[src/rtl/link_tx_arbiter_pkg.sv]
// Shared types and helpers for the link transmit arbiter slice.
package link_tx_arbiter_pkg;

  typedef enum logic {
    ST_IDLE   = 1'b0,
    ST_LOCKED = 1'b1
  } arb_state_t;

  // Source-id width, kept at least one bit so a single-source build still has a port.
  function automatic int unsigned src_w(input int unsigned n);
    return ($clog2(n) > 0) ? $clog2(n) : 1;
  endfunction

  function automatic int unsigned rr_index(input int unsigned base, input int unsigned off,
                                           input int unsigned n);
    return (base + off) % n;
  endfunction

endpackage

[src/rtl/link_tx_arbiter_if.sv]
// Request-side and link-side signals of the transmit arbiter.
interface link_tx_arbiter_if
  import link_tx_arbiter_pkg::*;
#(
  parameter int unsigned NUM_REQ = 4,
  parameter int unsigned WIDTH   = 64
) ();
  localparam int unsigned SRC_W = src_w(NUM_REQ);

  logic [WIDTH*NUM_REQ-1:0] req_data;
  logic [NUM_REQ-1:0]       req_valid;
  logic [NUM_REQ-1:0]       req_last;
  logic [NUM_REQ-1:0]       req_ready;
  logic [WIDTH-1:0]         out_data;
  logic                     out_valid;
  logic                     out_last;
  logic [SRC_W-1:0]         out_src;
  logic                     out_ready;
  logic [31:0]              msg_count;

  modport master (
    output req_data, req_valid, req_last, out_ready,
    input  req_ready, out_data, out_valid, out_last, out_src, msg_count
  );

  modport slave (
    input  req_data, req_valid, req_last, out_ready,
    output req_ready, out_data, out_valid, out_last, out_src, msg_count
  );
endinterface

[src/rtl/link_tx_arbiter_rr_picker.sv]
// Combinational round-robin picker: first requester after last_grant, wrapping.
module rr_picker
  import link_tx_arbiter_pkg::*;
#(
  parameter  int unsigned NUM_REQ = 4,
  localparam int unsigned SRC_W   = src_w(NUM_REQ)
) (
  input  logic [NUM_REQ-1:0] req,
  input  logic [SRC_W-1:0]   last_grant,
  output logic [NUM_REQ-1:0] grant,
  output logic [SRC_W-1:0]   grant_id,
  output logic               found
);
  always_comb begin
    grant    = '0;
    grant_id = '0;
    found    = 1'b0;
    for (int unsigned off = 1; off <= NUM_REQ; off++) begin
      if (!found && req[rr_index(32'(last_grant), off, NUM_REQ)]) begin
        found = 1'b1;
        grant[rr_index(32'(last_grant), off, NUM_REQ)] = 1'b1;
        grant_id = SRC_W'(rr_index(32'(last_grant), off, NUM_REQ));
      end
    end
  end
endmodule

[src/rtl/link_tx_arbiter.sv]
// Message-atomic round-robin arbiter sharing one valid/ready link among NUM_REQ sources,
// with a single registered output stage and a completed-message counter.
module link_tx_arbiter
  import link_tx_arbiter_pkg::*;
#(
  parameter int unsigned NUM_REQ = 4,
  parameter int unsigned WIDTH   = 64
) (
  input  logic             clk,
  input  logic             reset,
  link_tx_arbiter_if.slave bus
);
  localparam int unsigned SRC_W = src_w(NUM_REQ);

  arb_state_t         state_q, state_d;
  logic [SRC_W-1:0]   owner_q, owner_d;
  logic [SRC_W-1:0]   last_grant_q, last_grant_d;
  logic [SRC_W-1:0]   sel;
  logic [NUM_REQ-1:0] pick_grant;
  logic [SRC_W-1:0]   pick_id;
  logic               pick_found;
  logic [NUM_REQ-1:0] req_ready;
  logic               can_load, accept, sel_last;
  logic [WIDTH-1:0]   sel_data;

  logic [WIDTH-1:0]   out_data_q;
  logic               out_valid_q, out_last_q;
  logic [SRC_W-1:0]   out_src_q;
  logic [31:0]        msg_count_q;

  rr_picker #(.NUM_REQ(NUM_REQ)) u_picker (
    .req        (bus.req_valid),
    .last_grant (last_grant_q),
    .grant      (pick_grant),
    .grant_id   (pick_id),
    .found      (pick_found)
  );

  always_comb begin
    can_load     = !out_valid_q || bus.out_ready;
    state_d      = state_q;
    owner_d      = owner_q;
    last_grant_d = last_grant_q;
    req_ready    = '0;
    accept       = 1'b0;
    sel          = owner_q;
    if (!reset) begin
      unique case (state_q)
        ST_IDLE: begin
          if (can_load && pick_found) begin
            req_ready = pick_grant;
            accept    = 1'b1;
            sel       = pick_id;
          end
        end
        ST_LOCKED: begin
          // Owner keeps the link across bubbles; nobody else is looked at.
          if (can_load && bus.req_valid[owner_q]) begin
            req_ready[owner_q] = 1'b1;
            accept             = 1'b1;
          end
        end
        default: ;
      endcase
    end
    sel_last = bus.req_last[sel];
    sel_data = bus.req_data[sel*WIDTH +: WIDTH];
    if (accept) begin
      if (sel_last) begin
        state_d      = ST_IDLE;
        last_grant_d = sel;
      end else begin
        state_d = ST_LOCKED;
        owner_d = sel;
      end
    end
  end

  always_ff @(posedge clk) begin
    if (reset) begin
      state_q      <= ST_IDLE;
      owner_q      <= '0;
      last_grant_q <= SRC_W'(NUM_REQ - 1);
      out_data_q   <= '0;
      out_valid_q  <= 1'b0;
      out_last_q   <= 1'b0;
      out_src_q    <= '0;
      msg_count_q  <= '0;
    end else begin
      state_q      <= state_d;
      owner_q      <= owner_d;
      last_grant_q <= last_grant_d;
      if (accept) begin
        out_data_q  <= sel_data;
        out_valid_q <= 1'b1;
        out_last_q  <= sel_last;
        out_src_q   <= sel;
      end else if (bus.out_ready) begin
        out_valid_q <= 1'b0;
      end
      if (out_valid_q && bus.out_ready && out_last_q) begin
        msg_count_q <= msg_count_q + 32'd1;
      end
    end
  end

  assign bus.req_ready = req_ready;
  assign bus.out_data  = out_data_q;
  assign bus.out_valid = out_valid_q;
  assign bus.out_last  = out_last_q;
  assign bus.out_src   = out_src_q;
  assign bus.msg_count = msg_count_q;

endmodule
[src/flat_wrapper.sv]
// flat-port wrapper written by rule: the top's interface ports become plain ports
module link_tx_arbiter_flat import link_tx_arbiter_pkg::*;
#(
  parameter int unsigned NUM_REQ = 4,
  parameter int unsigned WIDTH   = 64
)
  (clk, reset, bus_req_data, bus_req_valid, bus_req_last, bus_out_ready, bus_req_ready, bus_out_data, bus_out_valid, bus_out_last, bus_out_src, bus_msg_count);
  link_tx_arbiter_if #(.NUM_REQ(NUM_REQ), .WIDTH(WIDTH)) bus_i ();
  input  logic clk;
  input  logic reset;
  input wire logic [$bits(bus_i.req_data)-1:0] bus_req_data;
  input wire logic [$bits(bus_i.req_valid)-1:0] bus_req_valid;
  input wire logic [$bits(bus_i.req_last)-1:0] bus_req_last;
  input wire logic [$bits(bus_i.out_ready)-1:0] bus_out_ready;
  output wire logic [$bits(bus_i.req_ready)-1:0] bus_req_ready;
  output wire logic [$bits(bus_i.out_data)-1:0] bus_out_data;
  output wire logic [$bits(bus_i.out_valid)-1:0] bus_out_valid;
  output wire logic [$bits(bus_i.out_last)-1:0] bus_out_last;
  output wire logic [$bits(bus_i.out_src)-1:0] bus_out_src;
  output wire logic [$bits(bus_i.msg_count)-1:0] bus_msg_count;
  assign bus_i.req_data = bus_req_data;
  assign bus_i.req_valid = bus_req_valid;
  assign bus_i.req_last = bus_req_last;
  assign bus_i.out_ready = bus_out_ready;
  assign bus_req_ready = bus_i.req_ready;
  assign bus_out_data = bus_i.out_data;
  assign bus_out_valid = bus_i.out_valid;
  assign bus_out_last = bus_i.out_last;
  assign bus_out_src = bus_i.out_src;
  assign bus_msg_count = bus_i.msg_count;
  link_tx_arbiter #(.NUM_REQ(NUM_REQ), .WIDTH(WIDTH)) u_core (.clk(clk), .reset(reset), .bus(bus_i));
endmodule
[config.mk]
export PLATFORM = sky130hd
export DESIGN_NAME = link_tx_arbiter_flat
export DESIGN_NICKNAME = d
export VERILOG_FILES = /design/src/rtl/link_tx_arbiter_pkg.sv /design/src/rtl/link_tx_arbiter_if.sv /design/src/rtl/link_tx_arbiter_rr_picker.sv /design/src/rtl/link_tx_arbiter.sv /design/src/flat_wrapper.sv
export SDC_FILE = /design/constraint.sdc
export NUM_CORES = 1
export LEC_CHECK = 0
export ABC_AREA = 1
export BUFFER_PORTS_ARGS = -buffer_cell sky130_fd_sc_hd__buf_4
export CAP_MARGIN = 40
export CORE_AREA = 2 2 143 145
export CTS_CLUSTER_DIAMETER = 50
export DETAILED_ROUTE_END_ITERATION = 7
export DIE_AREA = 0 0 145 147
export PLACE_DENSITY = 0.69
export RECOVER_POWER = 100
export SYNTH_ARGS = -nofsm -noshare
export SYNTH_HDL_FRONTEND = slang
export SYNTH_SLANG_ARGS = --single-unit
[constraint.sdc]
create_clock -name clk -period 3.6 [get_ports clk]
set_input_delay 0.72 -clock clk [delete_from_list [all_inputs] [get_ports clk]]
set_output_delay 0.72 -clock clk [all_outputs]
set_load 0.05 [all_outputs]
After elaboration in Yosys (flattened, before gate mapping)
Index checks and enable logic that the tools add are counted.
{ "op_classes": {"n_addsub": 5, "n_lt_le_gt_ge": 11, "n_shift": 1, "mux": 48, "bitwise_logic": 5, "reduce_logical": 20} }
{ "op_table": {"columns": ["op", "count"], "rows": [
  ["256-bit by 9-bit variable part select with 64-bit output", 1],
  ["32-bit by 1-bit adder with 32-bit output, second input constant", 1],
  ["4-bit 2-to-1 mux", 7],
  ["1-bit 2-to-1 mux", 21],
  ["2-bit by 3-bit < comparator with 1-bit output, second input constant", 6],
  ["2-bit 2-to-1 mux", 7],
  ["1-bit binary-select mux with 2-bit select", 6],
  ["1-bit logical AND", 12],
  ["4-bit OR", 3],
  ["1-bit demux with 2-bit select", 5],
  ["2-bit by 1-bit >= comparator with 1-bit output, second input constant", 5],
  ["4-bit one-hot mux with 2 select lines", 1],
  ["2-bit by 1-bit adder with 2-bit output, second input constant", 2],
  ["2-bit adder, second input constant", 2],
  ["1-bit logical NOT", 4],
  ["2-bit AND reduction", 2],
  ["1-bit NOT", 2],
  ["1-bit one-hot mux with 2 select lines", 1],
  ["2-bit nonzero test", 1],
  ["1-bit logical OR", 1]
]} }
{ "totals": {"reg_bits": 105, "inputBits": 267, "wordCells": 98} }

Depth between registers and ports, before layout
Gate-level depths: netlist of run 1.
{ "logic_depth": {"ltp_word": 21, "ltp_mapped": 20} }

By module
Synthesis of run 1 repeated with hierarchy kept, for this count alone.
{ "hier_totals": {"cells_unflattened": 1315, "area_unflattened_um2": 7872.6} }
{ "by_module_without_submodules": {"columns": ["module", "n_inst", "cells_each", "area_each_um2"], "rows": [
  ["link_tx_arbiter", 1, 1241, 7414.6],
  ["rr_picker", 1, 74, 457.9]
]} }

Worst setup path before layout of run 1
Ideal clock, no wire load.
{ "synth_timing": {"path_type": "register to output", "startpoint": "reg u_core.last_grant_q[1]", "endpoint": "out bus_req_ready[2]", "t_arrival_ns": 2.530, "t_required_ns": 2.880, "setup_slack_ns": 0.350, "path_stages_with_launch": 13, "path_cell_list": "dfxtp_1 -> inv_1 -> ha_1 -> inv_1 -> nand3_1 -> nand2_4 -> nor2_4 -> nand2_1 -> inv_1 -> nand2_1 -> o221ai_1 -> o21ai_0 -> a22oi_1"} }
{ "synth_between": {"elab_chain_cells": 17, "elab_cells_between_ends": 53, "cone_classes": "add/sub: 4; order compare: 8; mux: 27; bitwise: 3; reduce/logical: 11"} }
{ "synth_rtl": {"columns": ["element", "line_no", "source"], "rows": [
  ["start: declaration", "link_tx_arbiter.sv:17", "logic [SRC_W-1:0] last_grant_q, last_grant_d;"],
  ["start signal: assignment", "link_tx_arbiter.sv:83", "last_grant_q <= SRC_W'(NUM_REQ - 1);"],
  ["start signal: assignment", "link_tx_arbiter.sv:92", "last_grant_q <= last_grant_d;"],
  ["branches (longest 14 deep; another with 2-bit by 3-bit < comparator with 1-bit output)", null, null],
  ["4-bit 2-to-1 mux (*)", "link_tx_arbiter.sv:50", "if (can_load && pick_found) begin"],
  ["4-bit one-hot mux with 2 select lines (*)", "link_tx_arbiter.sv:48", "unique case (state_q)"],
  ["4-bit 2-to-1 mux (*)", "link_tx_arbiter.sv:47", "if (!reset) begin"],
  ["end: declaration", "flat_wrapper.sv:15", "output wire logic [$bits(bus_i.req_ready)-1:0] bus_req_ready;"]
]} }
Every way passes the cells marked *. The select of a mux whose other input is x is not followed.

Final worst setup path of run 1
{ "layout_timing": {"startpoint": "reg u_core.last_grant_q[1]", "endpoint": "out bus_req_ready[0]"} }
The elaborated chain is that of the path after synthesis.

==> results of run 1 <==
registers in the layout (all words and copies together), names as in the netlist:
signal / count
u_core.bus.out_valid: 1
u_core.bus.out_src: 2
u_core.bus.out_data: 64
u_core.bus.msg_count: 32
u_core.owner_q: 2
u_core.last_grant_q: 2
u_core.bus.out_last: 1
u_core.state_q: 1
cell type report:
type	count	area share, %
multi-input cells	840	39.3
repair buffers	381	24.5
flip-flops and latches	105	20.6
inverters	242	8.93
well taps	270	3.30
clock buffers	9	2.20
clock inverters	7	1.19
diodes	2	0.0490
through the flow:
stage	total power, W	hold slack, ps	setup slack, ps
floorplan	0.00615	471	350
global placement	0.00770	470	666
detailed placement	0.00773	479	659
CTS	0.00893	497	335
global route	0.00917	525	51.5
finish	0.00847	494	271
worst max-delay path: stages (launching register included):
cell and delay (ps):
dfxtp_1 330, inv_1 130, ha_1 410, inv_1 90, nand3_1 130, nand2_4 100
nor2_4 150, nand2_1 80, inv_1 110, nand2_1 60, o211ai_1 110, nand2_1 80
a2bb2oi_1 150, clkbuf_2 320
cell families after synthesis:
| group | Yosys count |
|---|---|
| and+or+nand+nor | 648 |
| buffers and inverters | 306 |
| AOI/OAI and AO/OA | 174 |
| DFF | 105 |
| xor gates and xnor gates | 9 |
| adders and majority gates | 9 |
path summary, 6_finish.rpt:
check	endpoint	slack, ps	depth (start not counted)
worst max register to register	u_core.bus.out_data[23]	310	17
worst min-delay path	u_core.bus.out_src[0]	490	2
worst max-delay path	bus_req_ready[0]	270	13
worst min register to register	u_core.bus.out_src[0]	490	2
layout by cell type, fill, tap and decap left out, drive strengths merged:
master and instances:
o221ai 2, a22oi 3, o21ai 53, clkinv 1
o21a 7, xor2 7, nor3 11, bufinv 3
nor3b 1, xnor2 2, a2bb2oi 3, a21oi 21
inv 245, nor4 4, nor2 59, o211ai 82
dfxtp 105, nand3 96, o22ai 1, clkbuf 117
ha 9, a221oi 1, nand4 14, buf 273
nand2 462, o21ba 1, diode 2, nand3b 1
power groups by stage:
stage / Sequential (W) / Clock [W] / Combinational (W)
2_1_floorplan: 0.00307 / 0 / 0.00308
3_3_place_gp: 0.00180 / 0 / 0.00590
3_5_place_dp: 0.00181 / 0 / 0.00593
4_1_cts: 0.00179 / 0.00119 / 0.00594
5_1_grt: 0.00183 / 0.00124 / 0.00610
6_report: 0.00178 / 0.00116 / 0.00552
per-layer routing:
layer | up-vias | GRT usage [%]
met1 | 3965 | 28.2
met4 | 0 | 7.82
met2 | 281 | 43.5
met3 | 40 | 5.31
met5 | - | 0
li1 | 4565 | -
==> metrics.cfg, run 1 <==
[drt]
wl_per_cell_microns = 14.3
dr.max_layer_used = met4
drc_errors = 0
routed_wl_microns = 26400
vias = 8851
drtAntennaViolNets = 0
wl_met3_microns = 1580
first_pass_iters = 5
post_drt_via_cell_ratio = 4.77
drtIter0Drc = 480
drt-met1-wl_microns = 10500
wl_met2_microns = 13700

[die]
start_util_pct = 37.3
num_rows = 52
core_area_sq_um = 19800
design.die.area_sq_um = 21300
boundaryPins = 371
die_h_microns = 147
die_w_microns = 145

[worst_setup_path]
cp_max_fo = 8
cp-end-kind = output pin
worst_ep_arrival_time_ps = 2610
crit_type = flip-flop to output pin
crit_required_ps = 2880
startpoint_type = flip-flop
r2r-start = u_core.last_grant_q[1]
startpoint = u_core.last_grant_q[1]

[clocking]
cts_post_setup_buffers_inserted = 0
cts_made_buffers = 9
cts-root-buf = clkbuf_16
cts_buffer_depth = 2
cts_tree = done
htree_levels = 3
clkTransAtPathRegs_ps = 70
cts_hold_buf = 0
cts.sinks = 105
cts_resized = 0
clk_latency_ps = 360

[sta]
fmax_mhz = 300
slew_headroom_pct = -6.78
setup_viol = 0
finalCriticalPeriod_ps = 3330
tightest_slew_ps = 1600
final-hold-violation-count = 0
finalMaxSlewViolations = 79
rsz0062_at_grt = false
fin_skew_ps = 10.2
fin_tns_setup_ps = 0
fin_crit_sh_pct = 92.5

[pwr]
internal-power_w = 0.00373
power_frac_seq_pct = 21.1
net-switching-power_w = 0.00473
power_per_cell_area_nw_per_um2 = 828
vdd_drop_max_mv = 0.461
power_frac_clock_pct = 13.7
power_frac_comb_pct = 65.2
swShare_pct = 55.9
leakagePower_nw = 5.66

[placed_design]
dpl.cell_count = 1838
portBuffers = 370
gp_congestion = 0.915
post-dp-hpwl_microns = 20500
placed_area_sq_um = 10300

[synthesis]
synth.area.mux_share_pct = 0
mappedNetlistArea_sq_um = 7400
synth_top_area_share_pct = 28.4
synth_fa_ha_area_share_pct = 1.52
yosys_warnings = 0
synth_top_area_cell = dfxtp_1
synth_fp_nets = 1527
synth_commonest_cells = 458 x nand2_1, 236 x inv_1, 105 x dfxtp_1, 93 x nand3_1, 82 x o211ai_1
syn_avg_cell_area_sq_um = 5.91
postSynthCellCount = 1251
synth_area_leaders = dfxtp_1 28%, nand2_1 23%, inv_1 12%, o211ai_1 8.3%, nand3_1 6.3%
synth_seq_area_share_pct = 28.4
synth_compound_area_share_pct = 15.4
yosys.area_share.simple_pct = 36.5
async_flop_share_pct = 0
synthXorXnorAreaFrac_pct = 1.07
synth_ff_type = dfxtp_1
ys_types = 40
synth_most_common_cell = nand2_1
synth_top_family_by_area = simple AND/OR/NAND/NOR gates
yosys_register_bits = 105
synth_edf_count = 0

[status]
outcome = complete, but fails checks
violations = capacitance limit, slew limit

[finish]
area_growth_pct = 38.2
regArea_sq_um = 2100
multi_input_area_sq_um = 4020
design.final.nets = 1855
fill_cells = 2149
layout-drive-gt1-share_pct = 19.8
final_cell_area_sq_um = 10200
final_util_pct = 51.5
final_cell_count_no_fill = 1856

[grt]
grt_overflow = 0
grt_pass1_wl_microns = 41300
grt_usage_pct = 24.0
grt_start_max_net_pins = 99
antenna_found_initial = 2
grt_pass1_vias = 8044

[hold_path]
hold_class = flip-flop to flip-flop
hp-start = u_core.bus.out_src[0]

[run]
max_cap_viol_count = 1

Note: power is estimated with default switching activity, not from simulation.
==> run 2, diff against run 1 <==
--- a/config.mk
+++ b/config.mk
@@ -8,12 +8,13 @@
 export ABC_AREA = 1
 export BUFFER_PORTS_ARGS = -buffer_cell sky130_fd_sc_hd__buf_4
 export CAP_MARGIN = 40
-export CORE_AREA = 2 2 143 145
+export CORE_AREA = 2 2 146 148
 export CTS_CLUSTER_DIAMETER = 50
 export DETAILED_ROUTE_END_ITERATION = 7
-export DIE_AREA = 0 0 145 147
+export DIE_AREA = 0 0 148 150
 export PLACE_DENSITY = 0.69
 export RECOVER_POWER = 100
 export SYNTH_ARGS = -nofsm -noshare
 export SYNTH_HDL_FRONTEND = slang
+export SYNTH_HIERARCHICAL = 1
 export SYNTH_SLANG_ARGS = --single-unit
==> run 2 against run 1 <==
  * The flow still finishes with violations (capacitance limit, slew limit)
  * Count of clock-buffer cells in the layout stayed put
  * Largest power group unchanged
  * Power is 4.8% higher
  * Non-clock buffer count is 6 higher
  * Die area is 4.2% higher
  * Global-route usage is 2.3 points higher
  * Sequential power hardly changed
  * Cell count is 3.8% higher
  * Synthesized area is 6.4% higher
  * Critical endpoint is now bus_req_ready[1]
  * Fmax is 4.3% higher
  * Register-to-register slack better by 200 ps
  * Largest cell class unchanged
  * Via count is 6.6% higher
  * Worst hold slack better by 2.9 ps
==> metrics.cfg, run 2 <==
[status]
outcome = complete, but fails checks
violations = capacitance limit, slew limit

[sta]
fin_tns_setup_ps = 0  ; unchanged
finalCriticalPeriod_ps = 3190  ; -136 ps
fmax_mhz = 313  ; +4.3%
finalMaxSlewViolations = 42  ; -47%
rsz0062_at_grt = false
slew_headroom_pct = -26.2  ; -19 points
fin_skew_ps = 17.6  ; +7.39 ps
setup_viol = 0  ; unchanged
final-hold-violation-count = 0  ; unchanged
tightest_slew_ps = 1890  ; +292 ps
fin_crit_sh_pct = 88.7  ; -3.8 points

[synthesis]
yosys.area_share.simple_pct = 31.0  ; -5.5 points
synth_top_area_cell = dfxtp_1
mappedNetlistArea_sq_um = 7870  ; +6.4%
synth_fa_ha_area_share_pct = 1.43  ; -0.092 points
yosys_warnings = 6  ; +6
syn_avg_cell_area_sq_um = 5.99  ; +1.2%
synth.area.mux_share_pct = 0  ; unchanged
async_flop_share_pct = 0  ; unchanged
synth_top_family_by_area = simple AND/OR/NAND/NOR gates
yosys_register_bits = 105  ; unchanged
ys_types = 39  ; -2.5%
synth_commonest_cells = 349 x nand2_1, 311 x inv_1, 128 x o211ai_1, 105 x dfxtp_1, 100 x nand3_1
synth_compound_area_share_pct = 20.6  ; +5.1 points
synth_seq_area_share_pct = 26.7  ; -1.7 points
synth_ff_type = dfxtp_1
synth_top_area_share_pct = 26.7  ; -1.7 points
synthXorXnorAreaFrac_pct = 0.111  ; -0.95 points
synth_fp_nets = 1591  ; +4.2%
synth_area_leaders = dfxtp_1 27%, nand2_1 17%, inv_1 15%, o211ai_1 12%, nand3_1 6.4%
synth_most_common_cell = nand2_1
postSynthCellCount = 1315  ; +5.1%
synth_edf_count = 0  ; unchanged

[worst_setup_path]
crit_type = flip-flop to output pin
cp_max_fo = 7  ; -1
crit_required_ps = 2880  ; about the same
worst_ep_arrival_time_ps = 2470  ; -140 ps
critical_path.max_stage_delay_ps = 370  ; -40 ps
critPathTopFamily = simple AND/OR/NAND/NOR gates
cp_slowest_cell = ha_1
cp-end-kind = output pin
cp_cell_sequence = inv_1 -> ha_1 -> inv_1 -> nand2_1 -> nand2_2 -> nor2_1 -> a21oi_1 -> nand3_1 -> nand2_1 -> o31ai_1 -> clkbuf_2
worstPathBufferInverterCount = 3  ; -1
startpoint_type = flip-flop

[drt]
drc_errors = 0  ; unchanged
routed_wl_microns = 30500  ; +15%
first_pass_iters = 6  ; +1
post_drt_via_cell_ratio = 4.90  ; +2.7%
vias = 9436  ; +6.6%
drtAntennaViolNets = 0  ; unchanged
wl_per_cell_microns = 15.8  ; +11%
drtIter0Drc = 656  ; +37%

[placed_design]
dpl.cell_count = 1907  ; +3.8%
gp_congestion = 0.971  ; +6.1%
placed_area_sq_um = 10900  ; +5.5%
portBuffers = 370  ; unchanged
post-dp-hpwl_microns = 23500  ; +15%

[finish]
final_util_pct = 52.0  ; +0.45 points
final_cell_area_sq_um = 10800  ; +5.2%
final_cell_mix = 348 x nand2_1, 311 x inv_1, 271 x buf_4, 128 x o211ai_1, 105 x dfxtp_1
layout_commonest_cell = nand2_1
layout-drive-gt1-share_pct = 19.7  ; -0.039 points
area_growth_pct = 36.6
largest_reg_flops = 64  ; unchanged
design.final.nets = 1919  ; +3.5%
final_cell_count_no_fill = 1927  ; +3.8%

[clocking]
clkTransAtPathRegs_ps = 80  ; about the same
htree_levels = 3  ; unchanged
cts_resized = 0  ; unchanged
cts_made_buffers = 9  ; unchanged
cts_tree = done
cts_buffer_depth = 2  ; unchanged
clk_latency_ps = 360  ; about the same
cts_post_setup_buffers_inserted = 0  ; unchanged
cts.sinks = 105  ; unchanged
cts_hold_buf = 0  ; unchanged
cts-root-buf = clkbuf_16

[pwr]
leakagePower_nw = 5.72  ; +1.0%
power_per_cell_area_nw_per_um2 = 826  ; -0.32%
vdd_drop_max_mv = 0.617  ; +34%

[die]
core_area_sq_um = 20700  ; +4.3%
start_util_pct = 38.1  ; +0.77 points
die_w_microns = 148  ; +2.1%
die_h_microns = 150  ; +2.0%
design.die.area_sq_um = 22200  ; +4.2%
num_rows = 53  ; +1.9%
boundaryPins = 371  ; unchanged

[run]
max_cap_viol_count = 1  ; unchanged

[grt]
grt_usage_pct = 26.3  ; +2.3 points
grt_pass1_wl_microns = 46100  ; +12%
grt_pass1_vias = 8711  ; +8.3%
grt_overflow = 0  ; unchanged
grt_start_max_net_pins = 67  ; -32%
antenna_found_initial = 5  ; +3

[hold_path]
hold_class = flip-flop to flip-flop

run 2: logic make-up (layout without fill, tap and decap cells):
logic type / Yosys count / after routing
XOR/XNOR: 1 / 1
AO/OA/AOI/OAI: 249 / 249
AND/OR/NAND/NOR: 564 / 564
other: 0 / 4
buffers and inverters: 387 / 720
flip-flops: 105 / 105
adder cells (fa/ha/maj): 9 / 9
run 2: area by class of cell:
cell class,count,area (sq um)
antenna,4,10.0
tap,275,344
fill,2258,9940
inverter,317,1190
clock inverter,7,75.1
clock buffer,9,225
timing repair buffer,387,2610
multi-input combinational,823,4190
sequential,105,2100
run 2: final timing paths:
| check | slack [ps] | endpoint | startpoint | cells past startpoint |
|---|---|---|---|---|
| min reg2reg | 500 | u_core/bus.msg_count[18] | u_core/bus.msg_count[18] | 2 |
| min | 500 | u_core/bus.msg_count[18] | u_core/bus.msg_count[18] | 2 |
| max | 410 | bus_req_ready[1] | u_core/last_grant_q[1] | 11 |
| max reg2reg | 510 | u_core/bus.out_data[8] | u_core/last_grant_q[1] | 16 |
run 2: stage by stage:
step | setup slack [ps] | hold slack [ps] | power, W
final | 407 | 497 | 0.00888
after CTS | 613 | 499 | 0.00926
after detailed placement | 561 | 488 | 0.00819
after global routing | 233 | 516 | 0.00953
after global placement | 594 | 482 | 0.00813
after floorplan | 464 | 544 | 0.00636
run 2: tightest hold or removal path: stages (launching register included):
cell,delay [ps]
dfxtp_1,340
inv_1,60
a21oi_1,50
run 2: power by group:
part | internal, W | leakage [nW] | switching (W)
Combinational | 0.00178 | 4.70 | 0.00431
Clock | 0.000547 | 0.151 | 0.000493
Sequential | 0.00153 | 0.862 | 0.000223
Total | 0.00386 | 5.72 | 0.00502
run 2: metal layers:
metal / part of all wire, % / vias up / track usage [%]
li1: - / 4815 / -
met5: 0.043 / - / 0
met1: 40 / 4179 / 31.8
met2: 48 / 373 / 44.5
met4: 3.2 / 2 / 9.29
met3: 8.7 / 67 / 7.99
